$ cat config.mk
export PLATFORM = sky130hd
export DESIGN_NAME = phase_step_controller
export DESIGN_NICKNAME = d
export VERILOG_FILES = /design/src/rtl/phase_step_pkg.sv /design/src/rtl/phase_step_controller_prescaler.sv /design/src/rtl/phase_step_controller.sv
export SDC_FILE = /design/constraint.sdc
export NUM_CORES = 1
export LEC_CHECK = 0
export CORE_UTILIZATION = 35
export CTS_CLUSTER_DIAMETER = 100
export DETAILED_ROUTE_END_ITERATION = 8
export PLACE_DENSITY_LB_ADDON = 0.3
export SYNTH_ARGS = -nofsm -noshare
export SYNTH_HDL_FRONTEND = slang
export SYNTH_SLANG_ARGS = --single-unit
$ cat constraint.sdc
create_clock -name C_IN -period 4.5 [get_ports C_IN]
set_input_delay 1.125 -clock C_IN [delete_from_list [all_inputs] [get_ports C_IN]]
set_output_delay 1.125 -clock C_IN [all_outputs]
set_load 0.03 [all_outputs]
$ cat src/rtl/phase_step_pkg.sv
// Shared definitions for the phase step controller.
// Holds the FSM state encoding, the eight-entry phase pattern ring and
// the step sizes used to walk that ring.
package phase_step_pkg;

    localparam int unsigned IDX_W = 3;
    localparam int unsigned PH_W  = 4;

    typedef enum logic [1:0] {
        IDLE   = 2'd0,
        RUN    = 2'd1,
        DONE_S = 2'd2
    } state_e;

    // Pattern bits are {P1,P2,P3,P4}. Entry 0 sits in the low nibble.
    localparam logic [7:0][PH_W-1:0] PHASE_PATTERN = {
        4'b1001,   // 7
        4'b0001,   // 6
        4'b0011,   // 5
        4'b0010,   // 4
        4'b0110,   // 3
        4'b0100,   // 2
        4'b1100,   // 1
        4'b1000    // 0
    };

    localparam logic [IDX_W-1:0] STEP_FULL = IDX_W'(2);
    localparam logic [IDX_W-1:0] STEP_HALF = IDX_W'(1);

    // Index arithmetic wraps naturally mod 8. Full steps keep index parity,
    // so an odd start stays on the two-phase entries.
    function automatic logic [IDX_W-1:0] next_index(
        input logic [IDX_W-1:0] idx,
        input logic             fwd,
        input logic             half
    );
        logic [IDX_W-1:0] step;
        step = half ? STEP_HALF : STEP_FULL;
        return fwd ? (idx + step) : (idx - step);
    endfunction

endpackage

$ cat src/rtl/phase_step_controller_prescaler.sv
// phase_prescaler: step-rate divider.
// Counts 0..div while enabled and flags tick_c in the cycle the count equals
// div, then wraps to 0. div = 0 therefore ticks every enabled cycle.
// Ports:
//   clk, rst_n : clock and async active-low reset
//   clr        : synchronous clear to 0 (dominates en)
//   en         : count enable
//   div        : terminal count
//   tick_c     : combinational terminal-count flag
module phase_prescaler #(
    parameter int unsigned DIV_W = 16
) (
    input  logic             clk,
    input  logic             rst_n,
    input  logic             clr,
    input  logic             en,
    input  logic [DIV_W-1:0] div,
    output logic             tick_c
);

    logic [DIV_W-1:0] count_q;
    logic [DIV_W-1:0] count_d;

    // Next count: clear wins, otherwise wrap at terminal count.
    always_comb begin
        count_d = count_q;
        if (clr) begin
            count_d = '0;
        end else if (en) begin
            count_d = (count_q == div) ? '0 : (count_q + DIV_W'(1));
        end
    end

    assign tick_c = en && !clr && (count_q == div);

    always_ff @(posedge clk or negedge rst_n) begin
        if (!rst_n) begin
            count_q <= '0;
        end else begin
            count_q <= count_d;
        end
    end

endmodule

$ cat src/rtl/phase_step_controller.sv
// phase_step_controller: four-phase sequencer for a stepper / LED phase ring.
// A START in IDLE latches the rate divider, step count and step mode, then
// the block walks an 8-entry pattern ring one entry (half) or two entries
// (full) per prescaler tick, in the direction given by DIR at each tick.
// STEPS = 0 runs until STOP; otherwise the run ends with a one-cycle DONE.
// Optional build macro PHASE_HOLD_EN: when defined, the last pattern stays
// driven in IDLE; when undefined the phase outputs are 0000 in IDLE.
// Ports:
//   C_IN, CLR_N     : clock (rising edge), async active-low reset
//   START, STOP     : run request (IDLE only) and abort
//   DIR, HALF_STEP  : direction (1 = forward) and step mode
//   DIV, STEPS      : step period minus one, step count (0 = continuous)
//   BUSY, DONE      : running flag, counted-run completion pulse
//   Phase1..Phase4  : registered phase drive
module phase_step_controller
    import phase_step_pkg::*;
#(
    parameter int unsigned DIV_W = 16,
    parameter int unsigned CNT_W = 16
) (
    input  logic             C_IN,
    input  logic             CLR_N,
    input  logic             START,
    input  logic             STOP,
    input  logic             DIR,
    input  logic             HALF_STEP,
    input  logic [DIV_W-1:0] DIV,
    input  logic [CNT_W-1:0] STEPS,
    output logic             BUSY,
    output logic             DONE,
    output logic             Phase1,
    output logic             Phase2,
    output logic             Phase3,
    output logic             Phase4
);

    state_e             state_q,     state_d;
    logic [IDX_W-1:0]   index_q,     index_d;
    logic [DIV_W-1:0]   div_q,       div_d;
    logic               half_q,      half_d;
    logic               counted_q,   counted_d;
    logic [CNT_W-1:0]   remaining_q, remaining_d;
    logic               busy_q,      busy_d;
    logic               done_q,      done_d;
    logic [PH_W-1:0]    phase_q,     phase_d;

    logic               presc_clr_c;
    logic               presc_en_c;
    logic               tick_c;

    // Prescaler is held at 0 outside RUN so every run starts a full period.
    assign presc_clr_c = (state_q != RUN);
    assign presc_en_c  = (state_q == RUN);

    phase_prescaler #(
        .DIV_W (DIV_W)
    ) u_prescaler (
        .clk    (C_IN),
        .rst_n  (CLR_N),
        .clr    (presc_clr_c),
        .en     (presc_en_c),
        .div    (div_q),
        .tick_c (tick_c)
    );

    // Next-state, index, counter and output computation.
    always_comb begin
        state_d     = state_q;
        index_d     = index_q;
        div_d       = div_q;
        half_d      = half_q;
        counted_d   = counted_q;
        remaining_d = remaining_q;
        busy_d      = 1'b0;
        done_d      = 1'b0;
        phase_d     = '0;

        case (state_q)
            IDLE: begin
                // STOP dominates a coincident START.
                if (START && !STOP) begin
                    state_d     = RUN;
                    div_d       = DIV;
                    half_d      = HALF_STEP;
                    counted_d   = (STEPS != '0);
                    remaining_d = STEPS;
                end
            end
            RUN: begin
                // An abort suppresses any step that would tick this cycle.
                if (STOP) begin
                    state_d = IDLE;
                end else if (tick_c) begin
                    index_d = next_index(index_q, DIR, half_q);
                    if (counted_q) begin
                        remaining_d = remaining_q - CNT_W'(1);
                        if (remaining_q == CNT_W'(1)) begin
                            state_d = DONE_S;
                        end
                    end
                end
            end
            DONE_S: begin
                state_d = IDLE;
            end
            default: begin
                state_d = IDLE;
            end
        endcase

        busy_d = (state_d == RUN);
        done_d = (state_d == DONE_S);

        // Phase register tracks the index it will hold after this edge, so a
        // step shows up on the outputs the cycle after its tick.
        if ((state_d == RUN) || (state_d == DONE_S)) begin
            phase_d = PHASE_PATTERN[index_d];
        end else begin
`ifdef PHASE_HOLD_EN
            phase_d = PHASE_PATTERN[index_d];
`else
            phase_d = '0;
`endif
        end
    end

    // State and datapath registers.
    always_ff @(posedge C_IN or negedge CLR_N) begin
        if (!CLR_N) begin
            state_q     <= IDLE;
            index_q     <= '0;
            div_q       <= '0;
            half_q      <= 1'b0;
            counted_q   <= 1'b0;
            remaining_q <= '0;
            busy_q      <= 1'b0;
            done_q      <= 1'b0;
            phase_q     <= '0;
        end else begin
            state_q     <= state_d;
            index_q     <= index_d;
            div_q       <= div_d;
            half_q      <= half_d;
            counted_q   <= counted_d;
            remaining_q <= remaining_d;
            busy_q      <= busy_d;
            done_q      <= done_d;
            phase_q     <= phase_d;
        end
    end

    assign BUSY   = busy_q;
    assign DONE   = done_q;
    assign Phase1 = phase_q[3];
    assign Phase2 = phase_q[2];
    assign Phase3 = phase_q[1];
    assign Phase4 = phase_q[0];

endmodule

==> results of run 1 <==
-- through the flow --
step           std cells  total power (W)  hold slack [ps]
6_report             466          0.00157              518
5_1_grt              466          0.00166              544
4_1_cts              466          0.00159              512
3_5_place_dp         451          0.00105              495
3_3_place_gp         451          0.00104              487
2_1_floorplan        307         0.000933              466
-- synth_stat cells (all sizes together), types with 2 or more instances --
cell type,number
ha,6
a31oi,3
nand3,11
o211ai,2
o22ai,2
or2,2
a22oi,3
nor4,11
inv,9
nand2,17
clkbuf,8
o31ai,2
buf,3
and3,4
o21ai,16
a21oi,15
xnor2,5
and4,3
o32ai,3
or4,3
nor3,9
o22a,4
nand4,3
nand2b,2
xor2,26
dfrtp,61
nor2b,2
a211oi,2
mux2,17
nor2,36
or3,3
-- metal layers --
layer,routed length [microns],track usage (%),vias to the layer above
li1,-,-,1190
met1,3380,22.1,1173
met2,3040,24.3,54
met3,299,4.12,11
met4,115,6.43,0
met5,0,0,-
-- power by group through the flow --
stage                     clock, W  sequential (W)  combinational [W]
after floorplan                  0        0.000723           0.000209
after global placement           0        0.000742           0.000297
after detailed placement         0        0.000744           0.000305
after CTS                 0.000545        0.000735           0.000306
after global routing      0.000572        0.000751           0.000342
final                     0.000529        0.000736           0.000303
-- area by class of cell --
| cell class | count | area, sq um |
|---|---|---|
| Fill cell | 814 | 4830 |
| Clock inverter | 5 | 75.1 |
| Clock buffer | 10 | 138 |
| Multi-Input combinational cell | 226 | 1530 |
| Inverter | 9 | 33.8 |
| Sequential cell | 61 | 1530 |
| Timing Repair Buffer | 47 | 455 |
| Tap cell | 108 | 135 |
-- path summary, 6_finish.rpt --
check                                             start  slack (ps)  cells after the start               to
worst min register to register          remaining_q[15]         520                      1  remaining_q[15]
worst max-delay path                               STOP        1440                      8   remaining_q[1]
worst max register to register  u_prescaler.count_q[12]        1510                      9       phase_q[3]
min in group asynchronous                         CLR_N         960                      1        div_q[12]
max in group asynchronous                         CLR_N        2730                      2       index_q[1]
worst min-delay path                    remaining_q[15]         520                      1  remaining_q[15]
-- logic make-up (layout without fill, tap and decap cells) --
kind of cell | after synthesis | after routing | share of synthesized area, %
AND/OR/NAND/NOR | 109 | 109 | 17.7
flip-flops | 61 | 61 | 48.4
XOR/XNOR | 31 | 31 | 8.61
AO/OA/AOI/OAI | 61 | 61 | 12.4
buffers and inverters | 20 | 71 | 3.41
adder cells (fa/ha/maj) | 7 | 7 | 3.02
multiplexers | 18 | 18 | 6.39
-- worst max-delay path: stages --
cell and delay [ps]:
clkdlybuf4s50_1 440, nor4b_2 270, buf_4 340, a21oi_1 110, a21oi_1 560, buf_4 260
o211ai_1 90, o21ai_0 90
-- registers in the layout (all words and copies together) (netlist names) --
register	count
remaining_q	16
div_q	16
u_prescaler.count_q	16
half_q	1
state_q	2
counted_q	1
phase_q	4
index_q	3
DONE	1
BUSY	1
==> flow_summary.json, run 1 <==
{
  "cts_setup_buffers": 0,
  "fin_util_pct": 44.6,
  "htree_levels": 3,
  "grt_pass1_wl_mm": 12.0,
  "synth-seq-area-share_pct": 48.4,
  "cts_tree": "built",
  "final_cell_mix": "dfrtp_1, clkdlybuf4s50_1, nor2_1",
  "rsz0062_at_grt": "false",
  "cts_root_buffer": "clkbuf_8",
  "ctsResizeCount": 0,
  "crit_required_ps": 4750,
  "synth-edff-count": 0,
  "dpl_cell_area_sq_mm": 0.00368,
  "drcViolationCount": 0,
  "synth_top_area_cell": "dfrtp_1",
  "fmax_mhz": 327,
  "synth_ff_type": "dfrtp_1",
  "grt-ovfl-total": 0,
  "die_width_microns": 96.9,
  "wl_per_cell_microns": 14.7,
  "antenna_cells": 0,
  "p_comb_share_pct": 19.3,
  "worstPathArrival_ps": 3310,
  "worstMarginPinSlew_ps": 1040,
  "setup_viol_count_final": 0,
  "numCtsBuffers": 9,
  "power_switching_w": 0.000453,
  "maxSlewViolCount": 0,
  "intPower_w": 0.00111,
  "io_pins": 44,
  "cap_violations": 0,
  "dp_hpwl_mm": 4.88,
  "synth_nets": 352,
  "finalInstanceArea_sq_mm": 0.00389,
  "syn-mean-instance-area_sq_um": 10.3,
  "first_pass_iters": 4,
  "tns_ps": 0,
  "layout.nets": 399,
  "vias": 2428,
  "pwr-share-seq_pct": 47.0,
  "hp-class": "reg2reg",
  "async_flop_share_pct": 100,
  "yosys.area.top_type_share_pct": 48.4,
  "dp_slack_ps": 1090,
  "end_kind": "flop",
  "detail-route-antenna-nets": 0,
  "status": "finished clean",
  "gp_congestion": 0.798,
  "coreArea_sq_mm": 0.00872,
  "peakVddDrop_uv": 163,
  "track_usage_pct": 16.1,
  "port_buffers": 43,
  "row_count": 34,
  "insertion_delay_ps": 340,
  "grt_antenna_before_repair": 0,
  "finalWirelength_mm": 6.83,
  "clock_power_share_pct": 33.7,
  "slew_headroom_pct": 30.3,
  "ys_seq_elements": 61,
  "hold_viol": 0,
  "worstPathMaxFanout": 24,
  "power_density_mw_per_mm2": 403,
  "holdBufCountCts": 0,
  "fp.dieArea_sq_mm": 0.00939,
  "synth.cell_area_sq_mm": 0.00315,
  "cts_sinks": 61,
  "netSwitchingFraction_pct": 28.9,
  "leakagePower_nw": 1.65,
  "area_growth_pct": 23.3,
  "clock_path_buffers": 2,
  "drtIter0Drc": 114,
  "yosys-top-cells-area": "dfrtp_1, xor2_1, mux2_2",
  "initial_core_util_pct": 36.2,
  "path_class": "in2reg",
  "min_period_ps": 3060,
  "drt-vias-per-instance": 5.21,
  "layout-drive-gt1-share_pct": 12.3,
  "start_kind": "primary input",
  "yosysUniqueCellTypes": 50,
  "synth_cells": 307,
  "die_h_microns": 96.9,
  "fin_skew_ps": 9.34,
  "layout_setup_ws_ps": 1440,
  "clkTransAtPathRegs_ps": 70,
  "final_common_cell": "dfrtp_1",
  "grt_start_max_net_pins": 46,
  "yosys_warnings": 0,
  "grt_pass1_vias": 2462,
  "finalCritPeriodShare_pct": 68.0
}
(Power assumes the default switching activity.)
==> run 2, diff against run 1 <==
clock period = 2.8 ns   (was 4.5 ns; I/O delays follow)
==> run 2 against run 1 <==
Effect of this change: sequential share of layout area shrank 1.8 points; critical path type is now reg2reg; register-to-register slack got worse by 1400 ps; utilization up 2.1 points; cell area rose by 4.7%; cell count increased by 2.6%; via count is 3.0% higher; sequential cell count stayed put; global-route usage grew 0.36 points.
==> flow_summary.json, run 2 (synthesized netlist as in run 1, its figures left out) <==
{
  "status": "finished clean",
  "multi_input_area_sq_mm": 0.00160,
  "dpl_cell_area_sq_mm": 0.00375,
  "finalInstanceArea_sq_mm": 0.00407,
  "path_class": "reg2reg",
  "antenna_cells": 0,
  "layout.nets": 410,
  "fmax_mhz": 375,
  "fp.dieArea_sq_mm": 0.00939,
  "hold_viol": 0,
  "coreArea_sq_mm": 0.00872,
  "cp_cell_sequence": "or4_4, or3_2, nor4_4, nor2_2, nor2_2, ha_4, o21bai_4, o32ai_2",
  "port_buffers": 43,
  "min_period_ps": 2670,
  "path_common_cell": "nor2_2",
  "die_h_microns": 96.9,
  "hp-class": "in2async",
  "crit_required_ps": 3040,
  "die_width_microns": 96.9,
  "fin_skew_ps": 5.86,
  "detail-route-antenna-nets": 0,
  "end_kind": "flop",
  "peakVddDrop_uv": 257,
  "final_cell_mix": "dfrtp_1, clkdlybuf4s50_1, nor2_1",
  "worstPathArrival_ps": 2910,
  "fin_util_pct": 46.7,
  "layout-drive-gt1-share_pct": 17.8,
  "grt_pass1_vias": 2501,
  "row_count": 34,
  "power_density_mw_per_mm2": 640,
  "grt_pass1_wl_mm": 12.2,
  "maxSlewViolCount": 0,
  "finalWirelength_mm": 7.09,
  "drtIter0Drc": 98,
  "worstMarginPinSlew_ps": 992,
  "worstPathMaxFanout": 5,
  "htree_levels": 3,
  "grt_antenna_before_repair": 0,
  "nFillCells": 805,
  "setup_viol_count_final": 0,
  "cap_violations": 0,
  "leakagePower_nw": 1.72,
  "timing.hold.ws_ps": 384,
  "insertion_delay_ps": 340,
  "dp_hpwl_mm": 5.04,
  "cts_sinks": 61,
  "drt-vias-per-instance": 5.23,
  "grt_start_max_net_pins": 36,
  "final_common_cell": "dfrtp_1",
  "cts_tree": "built",
  "track_usage_pct": 16.5,
  "clkTransAtPathRegs_ps": 70,
  "max_stage_delay_ps": 530,
  "top_regs": "div_q (16), remaining_q (16), u_prescaler.count_q (16)",
  "first_pass_iters": 4,
  "finalCritPeriodShare_pct": 95.3,
  "area_growth_pct": 29.2,
  "slew_headroom_pct": 33.4,
  "vias": 2500,
  "clock_path_buffers": 2,
  "numCtsBuffers": 9,
  "gp_congestion": 0.811,
  "seqCellArea_sq_mm": 0.00153,
  "holdBufCountCts": 0,
  "start_kind": "flop",
  "initial_core_util_pct": 36.2,
  "wl_per_cell_microns": 14.8,
  "cts_root_buffer": "clkbuf_8",
  "crit_slowest_cell": "or4_4",
  "drcViolationCount": 0,
  "grt-ovfl-total": 0,
  "io_pins": 44
}
[run 2: path summary, 6_finish.rpt]
kind	slack, ps	end	depth (start not counted)	startpoint
worst max-delay path	130	phase_q[3]	8	remaining_q[10]
worst min-delay path	380	u_prescaler.count_q[7]	1	CLR_N
worst max register to register	130	phase_q[3]	8	remaining_q[10]
worst min register to register	500	remaining_q[15]	1	remaining_q[15]
max in group asynchronous	1800	state_q[0]	2	CLR_N
min in group C_IN	500	remaining_q[15]	1	remaining_q[15]
[run 2: power by group]
group / total (W) / switching (W) / internal (W)
clock: 0.000890 / 0.000343 / 0.000547
sequential: 0.00117 / 0.000141 / 0.00103
combinational: 0.000543 / 0.000272 / 0.000271
[run 2: stage by stage]
step | power, W | std cells | setup TNS [ps] | setup WS [ps]
2_1_floorplan | 0.00150 | 307 | 0 | 154
3_3_place_gp | 0.00169 | 459 | 0 | 9.74
3_5_place_dp | 0.00171 | 459 | -192 | -142
4_1_cts | 0.00262 | 475 | 0 | 5.77
5_1_grt | 0.00276 | 478 | -5.54 | -5.54
6_report | 0.00261 | 478 | 0 | 133
[run 2: critical path: cells and delay by family, from the launching register on]
kind	cells	cell delay, ps
and+or+nand+nor	5	1480
adders and majority gates	1	230
AOI/OAI and AO/OA	2	460
DFF	1	400
[run 2: metal layers]
layer	vias up	part of all wire (%)	global-route usage, %
met4	0	1.7	7.81
met5	-	0	0
met1	1213	48	21.8
met3	9	4.2	4.05
li1	1220	-	-
met2	58	46	25.4
[run 2: layout make-up]
type	instances	area share, %
multi-input combinational	226	39.3
inverter	9	0.829
clock inverter	4	1.72
timing repair buffer	58	13.5
clock buffer	12	3.81
tap	108	3.32
sequential	61	37.5
[run 2: what timing repair did]
action	4_1_cts	5_1_grt
setup buffers	0	3
endpoints found under the setup margin	2	4
pin swaps	0	8
gates resized for setup	3	10
